==> src/rtl/alu_definitions.sv <==
// ALU-side shared types: the operation class handed to the ALU-op decoder
// and the decoder's error flag type.
package alu_definitions;

    typedef logic flag_t;

    typedef enum logic [1:0] {
        TYPE_I  = 2'd0,
        TYPE_R  = 2'd1,
        DEF_ADD = 2'd2,
        PASS_S1 = 2'd3
    } aluOp_t;

endpackage

==> src/rtl/definitions.sv <==
// Core control types: datapath mux selects, control FSM states and the
// RV32I major opcodes the control FSM dispatches on.
package definitions;

    typedef enum logic {
        PC_PLUS4 = 1'b0,
        PC_ALU   = 1'b1
    } pcSrc_t;

    typedef enum logic [1:0] {
        WB_ALU = 2'd0,
        WB_MEM = 2'd1,
        WB_PC4 = 2'd2
    } wbSel_t;

    typedef enum logic [1:0] {
        SRC_RS1 = 2'd0,
        SRC_PC  = 2'd1,
        SRC_IMM = 2'd2
    } srcA_t;

    // B-side literals carry their own prefix so they do not collide with
    // the A-side immediate select.
    typedef enum logic {
        SRC_B_RS2 = 1'b0,
        SRC_B_IMM = 1'b1
    } srcB_t;

    typedef enum logic [3:0] {
        S_FETCH    = 4'd0,
        S_DECODE   = 4'd1,
        S_EXEC_R   = 4'd2,
        S_EXEC_I   = 4'd3,
        S_MEM_ADDR = 4'd4,
        S_MEM_RD   = 4'd5,
        S_MEM_WR   = 4'd6,
        S_LUI_EX   = 4'd7,
        S_JUMP     = 4'd8,
        S_WB_ALU   = 4'd9,
        S_WB_MEM   = 4'd10,
        S_TRAP     = 4'd11
    } state_t;

    localparam logic [6:0] OP_R     = 7'b0110011;
    localparam logic [6:0] OP_I     = 7'b0010011;
    localparam logic [6:0] OP_LOAD  = 7'b0000011;
    localparam logic [6:0] OP_STORE = 7'b0100011;
    localparam logic [6:0] OP_LUI   = 7'b0110111;
    localparam logic [6:0] OP_JAL   = 7'b1101111;

endpackage

==> src/rtl/mem_watchdog.sv <==
// Memory request timeout counter.
// Ports: start = request held this cycle, clear = leaving the state,
// expired = this is the TIMEOUT-th request cycle in the state.
module mem_watchdog #(
    parameter int TIMEOUT = 255
) (
    input  logic clk,
    input  logic rst,
    input  logic start,
    input  logic clear,
    output logic expired
);

    localparam int CW = (TIMEOUT < 2) ? 1 : $clog2(TIMEOUT + 1);

    logic [CW-1:0] count;

    // count holds the request cycles already spent, so the current cycle
    // is the last allowed one when count == TIMEOUT-1. A memReady in
    // that same cycle still wins in the FSM.
    assign expired = start && (count >= CW'(TIMEOUT - 1));

    always_ff @(posedge clk) begin
        if (rst || clear) begin
            count <= '0;
        end else if (start && !expired) begin
            count <= count + CW'(1);
        end
    end

endmodule

==> src/rtl/multicycle_control.sv <==
// Multi-cycle RV32I control FSM: fetch/decode/execute/memory/write-back.
// Ports: opcode/aluError/memReady in; memory, PC, regfile, ALU strobes,
// sticky trap, retired pulse and instret counter out.
module multicycle_control
    import definitions::*;
    import alu_definitions::*;
#(
    parameter int MEM_TIMEOUT = 255,
    parameter int INSTRET_W   = 32
) (
    input  logic                 clk,
    input  logic                 rst,
    input  logic [6:0]           opcode,
    input  flag_t                aluError,
    input  logic                 memReady,
    output logic                 memReq,
    output logic                 memWe,
    output logic                 irWrite,
    output logic                 pcWrite,
    output pcSrc_t               pcSrc,
    output logic                 regWrite,
    output wbSel_t               wbSel,
    output srcA_t                aluSrcA,
    output srcB_t                aluSrcB,
    output aluOp_t               aluOp,
    output logic                 trap,
    output logic                 retired,
    output logic [INSTRET_W-1:0] instret
);

    state_t state;
    state_t state_n;
    logic   wd_expired;

    mem_watchdog #(
        .TIMEOUT(MEM_TIMEOUT)
    ) u_watchdog (
        .clk    (clk),
        .rst    (rst),
        .start  (memReq),
        .clear  (state_n != state),
        .expired(wd_expired)
    );

    // Strobes are decoded from the current state; rst forces them all
    // low so a reset edge never coincides with a write or retirement.
    always_comb begin
        memReq   = 1'b0;
        memWe    = 1'b0;
        irWrite  = 1'b0;
        pcWrite  = 1'b0;
        pcSrc    = PC_PLUS4;
        regWrite = 1'b0;
        wbSel    = WB_ALU;
        aluSrcA  = SRC_PC;
        aluSrcB  = SRC_B_IMM;
        aluOp    = DEF_ADD;
        retired  = 1'b0;
        if (!rst) begin
            unique case (state)
                S_FETCH: begin
                    memReq  = 1'b1;
                    irWrite = memReady;
                    pcWrite = memReady;
                end
                S_EXEC_R: begin
                    aluOp   = TYPE_R;
                    aluSrcA = SRC_RS1;
                    aluSrcB = SRC_B_RS2;
                end
                S_EXEC_I: begin
                    aluOp   = TYPE_I;
                    aluSrcA = SRC_RS1;
                end
                S_MEM_ADDR: begin
                    aluSrcA = SRC_RS1;
                end
                S_MEM_RD: begin
                    memReq = 1'b1;
                end
                S_MEM_WR: begin
                    memReq  = 1'b1;
                    memWe   = 1'b1;
                    retired = memReady;
                end
                S_LUI_EX: begin
                    aluOp   = PASS_S1;
                    aluSrcA = SRC_IMM;
                end
                S_JUMP: begin
                    pcWrite  = 1'b1;
                    pcSrc    = PC_ALU;
                    regWrite = 1'b1;
                    wbSel    = WB_PC4;
                    retired  = 1'b1;
                end
                S_WB_ALU: begin
                    regWrite = 1'b1;
                    retired  = 1'b1;
                end
                S_WB_MEM: begin
                    regWrite = 1'b1;
                    wbSel    = WB_MEM;
                    retired  = 1'b1;
                end
                default: ;
            endcase
        end
    end

    always_comb begin
        state_n = state;
        unique case (state)
            S_FETCH: begin
                if (memReady)        state_n = S_DECODE;
                else if (wd_expired) state_n = S_TRAP;
            end
            S_DECODE: begin
                unique case (1'b1)
                    opcode == OP_R:     state_n = S_EXEC_R;
                    opcode == OP_I:     state_n = S_EXEC_I;
                    opcode == OP_LOAD,
                    opcode == OP_STORE: state_n = S_MEM_ADDR;
                    opcode == OP_LUI:   state_n = S_LUI_EX;
                    opcode == OP_JAL:   state_n = S_JUMP;
                    default:            state_n = S_TRAP;
                endcase
            end
            S_EXEC_R,
            S_EXEC_I: begin
                state_n = aluError ? S_TRAP : S_WB_ALU;
            end
            S_MEM_ADDR: begin
                // opcode[5] separates store (0100011) from load (0000011)
                state_n = opcode[5] ? S_MEM_WR : S_MEM_RD;
            end
            S_MEM_RD: begin
                if (memReady)        state_n = S_WB_MEM;
                else if (wd_expired) state_n = S_TRAP;
            end
            S_MEM_WR: begin
                if (memReady)        state_n = S_FETCH;
                else if (wd_expired) state_n = S_TRAP;
            end
            S_LUI_EX: state_n = S_WB_ALU;
            S_JUMP,
            S_WB_ALU,
            S_WB_MEM: state_n = S_FETCH;
            S_TRAP:   state_n = S_TRAP;
            default:  state_n = S_TRAP;
        endcase
    end

    always_ff @(posedge clk) begin
        if (rst) begin
            state   <= S_FETCH;
            trap    <= 1'b0;
            instret <= '0;
        end else begin
            state <= state_n;
            trap  <= (state_n == S_TRAP);
            if (retired) begin
                instret <= instret + INSTRET_W'(1);
            end
        end
    end

endmodule

==> config.mk <==
export PLATFORM = sky130hd
export DESIGN_NAME = multicycle_control
export DESIGN_NICKNAME = d
export VERILOG_FILES = /design/src/rtl/alu_definitions.sv /design/src/rtl/definitions.sv /design/src/rtl/mem_watchdog.sv /design/src/rtl/multicycle_control.sv
export SDC_FILE = /design/constraint.sdc
export NUM_CORES = 1
export LEC_CHECK = 0
export CAP_MARGIN = 5
export CORE_MARGIN = 8
export CORE_UTILIZATION = 45
export DETAILED_ROUTE_END_ITERATION = 12
export GPL_ROUTABILITY_DRIVEN = 0
export PLACE_DENSITY_LB_ADDON = 0.12
export SLEW_MARGIN = 20
export SYNTH_ARGS = -nofsm -noshare
export SYNTH_HDL_FRONTEND = slang
export SYNTH_SLANG_ARGS = --single-unit
==> constraint.sdc <==
create_clock -name clk -period 3.7 [get_ports clk]
set_clock_uncertainty 0.2 [all_clocks]
set_input_delay 0.74 -clock clk [delete_from_list [all_inputs] [get_ports clk]]
set_output_delay 0.74 -clock clk [all_outputs]
set_load 0.05 [all_outputs]
==> results of run 1 <==
flip-flops by register name, indices dropped and copies added (netlist names):
register / count
instret: 32
u_watchdog.count: 8
state: 4
trap: 1
synth_stat cells, drive strengths merged (2+ instances only):
| library cell | number |
|---|---|
| xnor2 | 14 |
| o21a | 3 |
| nor2b | 2 |
| o211ai | 2 |
| nor3b | 2 |
| dfxtp | 45 |
| nor3 | 15 |
| nor4 | 6 |
| nand4 | 8 |
| nand2b | 4 |
| and4 | 7 |
| or2 | 3 |
| a2111oi | 2 |
| o31ai | 5 |
| ha | 3 |
| or3 | 3 |
| and3 | 8 |
| o32ai | 3 |
| o21ai | 5 |
| buf | 8 |
| a31o | 2 |
| nand2 | 24 |
| xor2 | 21 |
| inv | 8 |
| nand4b | 2 |
| and2 | 3 |
| a21oi | 10 |
| a211oi | 4 |
| clkbuf | 8 |
| nor2 | 44 |
| nand3 | 13 |
power by group:
part           switching, mW  internal, mW  total (mW)
Clock                  0.174         0.203       0.377
Combinational          0.417         0.246       0.663
Sequential            0.0449         0.508       0.553
metal layers:
metal,track usage,vias to the layer above,wire [um]
met5,0,-,0
met4,0.0583,0,98
met3,0.0449,9,332
met1,0.163,1058,2700
li1,-,1192,-
met2,0.255,52,2890
layout by cell type, fill, tap and decap left out, drive strengths merged, types with 7 or more instances in the layout:
cell type,n
nor2,44
buf,18
and3,8
nand3,13
nand2,24
nor3,15
xor2,21
inv,8
clkdlybuf4s50,48
a21oi,10
xnor2,14
dfxtp,45
and4,7
nand4,8
layout make-up:
type                            instances  area [sq um]
Tap cell                               72          90.1
Multi-Input combinational cell        234          1500
Clock buffer                            6          72.6
Sequential cell                        45           901
Fill cell                             503          2170
Timing Repair Buffer                   66           638
Inverter                                8          30.0
Clock inverter                          2          38.8
metrics by stage:
| step | total power, mW | worst slack, ps | std cells | hold WS, ps | cell area (sq um) |
|---|---|---|---|---|---|
| after detailed placement | 1.22 | 378 | 425 | 280 | 3160 |
| after floorplan | 1.03 | 86.5 | 303 | 248 | 2510 |
| final | 1.59 | 372 | 433 | 297 | 3270 |
| after global placement | 1.22 | 387 | 425 | 269 | 3160 |
| after global routing | 1.68 | 310 | 433 | 325 | 3270 |
| after CTS | 1.60 | 370 | 433 | 292 | 3270 |
critical path, cell delays in order:
cell and delay, ps:
sky130_fd_sc_hd__clkdlybuf4s50_1 620, sky130_fd_sc_hd__and3_1 220, sky130_fd_sc_hd__clkdlybuf4s50_1 810
cell families after synthesis:
logic type	share of synthesized area
AO/OA/AOI/OAI	0.137
AND/OR/NAND/NOR	0.315
XOR/XNOR	0.123
flip-flops	0.360
buffers and inverters	0.0425
multiplexers	0.00400
adder cells (fa/ha/maj)	0.0190
final timing paths:
| path | startpoint | end | slack (ps) | depth (start not counted) |
|---|---|---|---|---|
| setup reg to reg | state[3]$_SDFF_PP0_ | trap$_SDFF_PP0_ | 960 | 7 |
| hold reg to reg | u_watchdog.count[7]$_SDFFE_PP0P_ | u_watchdog.count[7]$_SDFFE_PP0P_ | 300 | 2 |
| hold / removal | u_watchdog.count[7]$_SDFFE_PP0P_ | u_watchdog.count[7]$_SDFFE_PP0P_ | 300 | 2 |
| setup / recovery | memReady | irWrite | 370 | 3 |
==> results.env, run 1 <==
ROUTE.VIAS.TOTAL=2311
TNS_PS=0
DETAILEDPLACEMENTHPWL_UM=4510
CTS_MADE_BUFFERS=5
SYN-INSTANCE-COUNT=303
STARTING_DENSITY_OF_THE_CORE=0.460
POST_SYNTHESIS_SEQUENTIAL_AREA_RATIO=0.360
YS_WARN_COUNT=0
WORSTMARGINPINSLEW_PS=701
GLOBALROUTE.TOTALOVERFLOW=0
CTS.HOLD.BUFFERS_ADDED=0
NUM-NETS-FINAL=374
GRT_ANTENNA_BEFORE_REPAIR=0
N_ANTENNA_CELL=0
DRT_FIRST_ITER_VIOLATIONS=73
ROUTE.FINAL.WIRE_LENGTH_UM=6020
HTREE_NUM_LEVELS=2
SYNTH_AREA_LEADER_CELL='sky130_fd_sc_hd__dfxtp_1'
POWER_DENSITY_nW_PER_UM2=487
CRIT_PATH_END_KIND='output port'
CHIPHEIGHT_UM=90.6
HOLD_PATH_CLASS='flop to flop'
TRITONCTS='done'
SETUP_VIOL=0
SYNTH_ENABLE_FLOP_CELLS=0
REGISTER_CLOCK_PIN_SLEW_ON_THE_REPORTED_WORST_SETUP_AND_HOLD_PATHS_PS=80
STATUS='finished, final reports clean'
POWER_LEAKAGE_nW=1.18
POST_ROUTE_CELLS_DRIVE_ABOVE_1_SHARE=0.0997
YS_TYPES=54
YS_DOMINANT_REG_CELL='sky130_fd_sc_hd__dfxtp_1'
LAYOUT_MIN_CYCLE_TIME_PS=3330
POST_SYNTH_INSTANCE_AREA_SQ_UM=2500
CTS_ROOT_BUF='sky130_fd_sc_hd__clkbuf_8'
GRT_PASS1_VIAS=2224
WL_PER_CELL_UM=13.9
SYNTH.FF_LATCH_COUNT=45
RESIZED_AFTER_CTS=0
TIMING.FINAL.MAX_SLEW_VIOLATIONS=0
POSTSYNTHAREAPERCELL_SQ_UM=8.25
CORE_SQ_UM=5440
DATA_ARRIVAL_TIME_AT_THE_WORST_SLACK_ENDPOINT_PS=2390
CORE.ROWCOUNT=27
POST-SYNTH-TOP-AREA-FRACTION=0.360
CRITICAL_PATH_CLASS='primary input to output port'
DIE_WIDTH_UM=90.6
DIE_AREA_SQ_UM=8200
VDD.IR_DROP.WORST_mV=0.402
IO_PINS=58
MAXSLEWHEADROOM=0.521
SYN_TO_FINAL_GROWTH_PCT=30.8
WORST_EP_REQUIRED_TIME_PS=2760
FINAL_ANTENNA_NET_COUNT=0
ASYNC_RESET_FF_FRAC=0
REPORT.FINAL.HOLD_VIOL_COUNT=0
MAXCAPVIOLCOUNT=0
CTS.PATH.MAX_BUFFERS=2
LAYOUT_WORST_PATH_CYCLE_SHARE=0.899
GRT_MAX_DEGREE=39
POSTCTSSETUPREPAIRBUFS=0
DETAIL_ROUTE.VIAS_PER_CELL=5.34
CATEGORY_OF_THE_WORST_SETUP_PATH_LAUNCH_POINT='primary input'
RSZ_0062_RAISED_AFTER_GLOBAL_ROUTING='false'
TIMING.FMAX_MHz=301
GRT_USE_TOTAL=0.147
CLOCK_SINKS=45
CLK_LATENCY_PS=300
LAYOUT.CORE_UTILIZATION=0.601
GRT_FIRST_PASS_WIRELENGTH_UM=10200
PORT_BUFFERS=57
NETLIST_TOP_CELLS_AREA='sky130_fd_sc_hd__dfxtp_1 (36%), sky130_fd_sc_hd__xor2_1 (7.4%), sky130_fd_sc_hd__nor2_1 (6.6%)'
REMAINING_DRC_ERRORS=0
PATH_MAX_FANOUT=8
SYNTHESIS.NETS=317
DRT_PASS1_ITERATIONS=4
Note: power is estimated with default switching activity, not from simulation.
==> inputs of run 2 (changes only) <==
Settings changed: CTS_BUF_LIST from default to sky130_fd_sc_hd__clkbuf_2 sky130_fd_sc_hd__clkbuf_4 sky130_fd_sc_hd__clkbuf_8.
==> results.env, run 2 (same netlist as run 1, synthesis figures left out) <==
CTS.HOLD.BUFFERS_ADDED=0
CLOCK_SINKS=45
RSZ_0062_RAISED_AFTER_GLOBAL_ROUTING='false'
HTREE_NUM_LEVELS=2
LAYOUT_COMMONEST_CELL='sky130_fd_sc_hd__clkdlybuf4s50_1'
RESIZED_AFTER_CTS=0
POWER_DENSITY_nW_PER_UM2=488
HOLD_PATH_CLASS='flop to flop'
DETAILEDPLACEMENTHPWL_UM=4510
STATUS='finished, final reports clean'
DETAIL_ROUTE.VIAS_PER_CELL=5.33
LAYOUT.FILLER_CELLS=503
FINAL_ANTENNA_NET_COUNT=0
LAYOUT_MIN_CYCLE_TIME_PS=3330
REGISTER_CLOCK_PIN_SLEW_ON_THE_REPORTED_WORST_SETUP_AND_HOLD_PATHS_PS=80
TIMING.FMAX_MHz=301
DRT_FIRST_ITER_VIOLATIONS=73
TNS_PS=0
CORE_SQ_UM=5440
SYN_TO_FINAL_GROWTH_PCT=30.9
POWER_LEAKAGE_nW=1.19
CORE.ROWCOUNT=27
SETUP_VIOL=0
LARGEST_REGISTER_FF_COUNT=32
MAXSLEWHEADROOM=0.521
POSTCTSSETUPREPAIRBUFS=0
POST_ROUTE_CELLS_DRIVE_ABOVE_1_SHARE=0.102
BIGGESTREGSBYFLOPS='instret: 32 flops, u_watchdog.count: 8 flops, state: 4 flops'
DIE_WIDTH_UM=90.6
CTS_MADE_BUFFERS=5
CTS.PATH.MAX_BUFFERS=2
TIMING.FINAL.MAX_SLEW_VIOLATIONS=0
CLK_LATENCY_PS=300
DRT_PASS1_ITERATIONS=4
REPORT.FINAL.HOLD_VIOL_COUNT=0
CATEGORY_OF_THE_WORST_SETUP_PATH_LAUNCH_POINT='primary input'
ROUTE.FINAL.WIRE_LENGTH_UM=6020
CRITICAL_PATH_CLASS='primary input to output port'
GRT_USE_TOTAL=0.147
LAYOUT_WORST_PATH_CYCLE_SHARE=0.899
CTS_ROOT_BUF='sky130_fd_sc_hd__clkbuf_8'
ROUTE.VIAS.TOTAL=2310
WORSTMARGINPINSLEW_PS=701
DATA_ARRIVAL_TIME_AT_THE_WORST_SLACK_ENDPOINT_PS=2390
CHIPHEIGHT_UM=90.6
WL_PER_CELL_UM=13.9
GRT_ANTENNA_BEFORE_REPAIR=0
GLOBALROUTE.TOTALOVERFLOW=0
GRT_PASS1_VIAS=2224
WORST_EP_REQUIRED_TIME_PS=2760
N_ANTENNA_CELL=0
GRT_MAX_DEGREE=39
MAXCAPVIOLCOUNT=0
STARTING_DENSITY_OF_THE_CORE=0.460
FINAL_CELL_MIX='sky130_fd_sc_hd__clkdlybuf4s50_1 (48), sky130_fd_sc_hd__dfxtp_1 (45), sky130_fd_sc_hd__nor2_1 (44)'
PORT_BUFFERS=57
GRT_FIRST_PASS_WIRELENGTH_UM=10200
REMAINING_DRC_ERRORS=0
TRITONCTS='done'
PATH_MAX_FANOUT=8
DIE_AREA_SQ_UM=8200
TOP_REGISTER='instret'
CRIT_PATH_END_KIND='output port'
NUM-NETS-FINAL=374
WORST-R2R-SETUP-SLACK_PS=970
VDD.IR_DROP.WORST_mV=0.402
IO_PINS=58
SETUP_SLACK_PLACEMENT_PS=378
WORST_SLACK_PS=372
-- run 2: where the power goes --
group / switching, mW / internal, mW
logic: 0.417 / 0.246
clock network: 0.174 / 0.210
registers: 0.0447 / 0.508
-- run 2: worst paths after layout --
kind | start | end | cells after the start
min reg2reg | u_watchdog.count[7]$_SDFFE_PP0P_ | u_watchdog.count[7]$_SDFFE_PP0P_ | 2
max | memReady | irWrite | 3
max reg2reg | state[3]$_SDFF_PP0_ | trap$_SDFF_PP0_ | 7
min | u_watchdog.count[7]$_SDFFE_PP0P_ | u_watchdog.count[7]$_SDFFE_PP0P_ | 2
-- run 2: area by class of cell --
class                   count  area [sq um]  area share
clock inverters             2          38.8      0.0118
multi-input cells         234          1500       0.458
inverters                   8          30.0     0.00917
clock buffers               6          76.3      0.0233
flip-flops and latches     45           901       0.275
well taps                  72          90.1      0.0275
repair buffers             66           638       0.195
-- run 2: worst max-delay path, stage by stage --
cell                              delay [ps]
sky130_fd_sc_hd__clkdlybuf4s50_1         620
sky130_fd_sc_hd__and3_1                  220
sky130_fd_sc_hd__clkdlybuf4s50_1         810
-- run 2: routing by layer --
layer	GRT usage	share of wire	wire length [um]	vias up
li1	-	-	-	1192
met1	0.163	0.45	2690	1057
met2	0.255	0.48	2890	52
met3	0.0449	0.055	332	9
met4	0.0583	0.016	98	0
met5	0	0	0	-
-- run 2: stage by stage --
stage	hold slack (ps)	area, sq um	utilization	power (mW)	instances
global route	325	3270	0.602	1.68	433
global placement	269	3160	0.581	1.22	425
finish	297	3270	0.602	1.60	433
detailed placement	280	3160	0.581	1.22	425
CTS	292	3270	0.602	1.61	433
floorplan	248	2510	-	1.03	303
==> inputs of run 3 (changes only) <==
Settings changed: CTS_CLUSTER_DIAMETER from default to 200.
Clock period 3.7 ns to 4.1 ns, I/O delays scaled along.
==> results.env, run 3 (same netlist as run 1, synthesis figures left out) <==
STATUS='finished, final reports clean'
CTS_ROOT_BUF='sky130_fd_sc_hd__clkbuf_8'
CTS_MADE_BUFFERS=5
HOLD_PATH_CLASS='flop to flop'
PLACED_CELLS_INCL_TAPS=421
FINAL_AREA_SQ_UM=3220
DRT_FIRST_ITER_VIOLATIONS=94
CRITPATHLAUNCH='memReady'
POWER_LEAKAGE_nW=1.14
DRT_PASS1_ITERATIONS=4
FINAL_CELL_MIX='sky130_fd_sc_hd__clkdlybuf4s50_1 (54), sky130_fd_sc_hd__dfxtp_1 (45), sky130_fd_sc_hd__nor2_1 (44)'
TIMING.FINAL.MAX_SLEW_VIOLATIONS=0
FINAL_ANTENNA_NET_COUNT=0
CHIPHEIGHT_UM=90.6
TOP_REGISTER='instret'
GLOBALROUTE.TOTALOVERFLOW=0
LARGEST_REGISTER_FF_COUNT=32
WL_PER_CELL_UM=13.7
CORE_SQ_UM=5440
CRITICAL_PATH_CLASS='primary input to output port'
CLK_LATENCY_PS=290
REGISTER_CLOCK_PIN_SLEW_ON_THE_REPORTED_WORST_SETUP_AND_HOLD_PATHS_PS=80
REMAINING_DRC_ERRORS=0
SETUP_VIOL=0
PORT_BUFFERS=57
FINAL-INSTANCE-COUNT-EXCL-FILL=428
N_ANTENNA_CELL=0
TNS_PS=0
GRT_FIRST_PASS_WIRELENGTH_UM=10300
STARTING_DENSITY_OF_THE_CORE=0.460
CTS.PATH.MAX_BUFFERS=2
LAYOUT_MIN_CYCLE_TIME_PS=3600
RSZ_0062_RAISED_AFTER_GLOBAL_ROUTING='false'
TRITONCTS='done'
ROUTE.FINAL.WIRE_LENGTH_UM=5870
POSTCTSSETUPREPAIRBUFS=0
MIN-DELAY-START='u_watchdog.count[7]$_SDFFE_PP0P_'
TOTAL_POWER_mW=1.35
VDD.IR_DROP.WORST_mV=0.352
GRT_PASS1_VIAS=2239
LAYOUT_COMMONEST_CELL='sky130_fd_sc_hd__clkdlybuf4s50_1'
GR-USAGE-MET1=0.169
NUM-NETS-FINAL=370
CLOCK_SINKS=45
ROUTE.VIAS.TOTAL=2305
BIGGESTREGSBYFLOPS='instret: 32 flops, u_watchdog.count: 8 flops, state: 4 flops'
CRIT_PATH_END_KIND='output port'
WORSTMARGINPINSLEW_PS=718
CTS.HOLD.BUFFERS_ADDED=0
DIE_AREA_SQ_UM=8200
REPORT.FINAL.HOLD_VIOL_COUNT=0
STARTPOINT_OF_THE_WORST_SLACK_REG_TO_REG_TIMING_PATH='state[1]$_SDFF_PP0_'
TIMING.FMAX_MHz=278
MAXCAPVIOLCOUNT=0
GLOBALROUTEMET2UTIL=0.247
MAXSLEWHEADROOM=0.519
GRT_BUSIEST_LAYER='met2'
SYN_TO_FINAL_GROWTH_PCT=28.8
POST_ROUTE_CELLS_DRIVE_ABOVE_1_SHARE=0.0730
IO_PINS=58
DATA_ARRIVAL_TIME_AT_THE_WORST_SLACK_ENDPOINT_PS=2580
DETAILEDPLACEMENTHPWL_UM=4400
DETAIL_ROUTE.VIAS_PER_CELL=5.39
LAYOUT_WORST_PATH_CYCLE_SHARE=0.879
GRT_USE_TOTAL=0.146
WORST_EP_REQUIRED_TIME_PS=3080
GRT_ANTENNA_BEFORE_REPAIR=0
POST_DP_CELL_AREA_SQ_UM=3130
CATEGORY_OF_THE_WORST_SETUP_PATH_LAUNCH_POINT='primary input'
PATH_MAX_FANOUT=8
DIE_WIDTH_UM=90.6
HTREE_NUM_LEVELS=2
POWER_DENSITY_nW_PER_UM2=420
GLOBAL_ROUTE_MET3_UTILIZATION=0.0507
GRT_MAX_DEGREE=35
CORE.ROWCOUNT=27
RESIZED_AFTER_CTS=0
-- run 3: changes by cell type in the layout (fill, tap and decap cells not counted) --
cell                              previous run  this run
sky130_fd_sc_hd__buf_12                      2         1
sky130_fd_sc_hd__clkinvlp_4                  0         1
sky130_fd_sc_hd__clkdlybuf4s50_1            48        54
sky130_fd_sc_hd__bufinv_16                   1         0
sky130_fd_sc_hd__clkbuf_8                    5         6
sky130_fd_sc_hd__buf_4                      15         6
sky130_fd_sc_hd__clkinv_4                    1         0
sky130_fd_sc_hd__clkbuf_4                    1         0
-- run 3: final cells by class --
cell class / instances / area [sq um]
clock inverters: 1 / 7.51
multi-input cells: 234 / 1500
fillers: 496 / 2220
clock buffers: 6 / 82.6
well taps: 72 / 90.1
repair buffers: 62 / 611
inverters: 8 / 30.0
flip-flops and latches: 45 / 901
-- run 3: path summary, 6_finish.rpt --
kind	slack (ps)	endpoint	cells after the start
worst min register to register	280	u_watchdog.count[7]$_SDFFE_PP0P_	2
worst min-delay path	280	u_watchdog.count[7]$_SDFFE_PP0P_	2
worst max register to register	1290	u_watchdog.count[4]$_SDFFE_PP0P_	6
worst max-delay path	500	pcWrite	4
-- run 3: power by group --
| part | total (mW) | switching [mW] | leakage [nW] | internal, mW |
|---|---|---|---|---|
| clock | 0.279 | 0.146 | 0.0433 | 0.133 |
| sequential | 0.521 | 0.0625 | 0.363 | 0.458 |
| combinational | 0.553 | 0.350 | 0.735 | 0.202 |
| total | 1.35 | 0.558 | 1.14 | 0.794 |
-- run 3: worst max-delay path, cell delays in order --
cell and delay (ps):
sky130_fd_sc_hd__clkdlybuf4s50_1 630, sky130_fd_sc_hd__and3_1 220, sky130_fd_sc_hd__or2_2 110, sky130_fd_sc_hd__clkdlybuf4s50_1 790
-- run 3: through the flow --
step / util / worst slack (ps) / hold WS, ps
floorplan: - / 407 / 248
finish: 0.592 / 498 / 279
global placement: 0.576 / 532 / 266
detailed placement: 0.576 / 517 / 275
global route: 0.592 / 436 / 308
CTS: 0.592 / 507 / 287
-- run 3: layer usage --
metal	up-vias	routed length (um)	part of all wire
met3	7	317	0.054
met1	1070	2710	0.46
met2	49	2780	0.47
met4	0	53	0.0090
met5	-	0	0
li1	1179	-	-
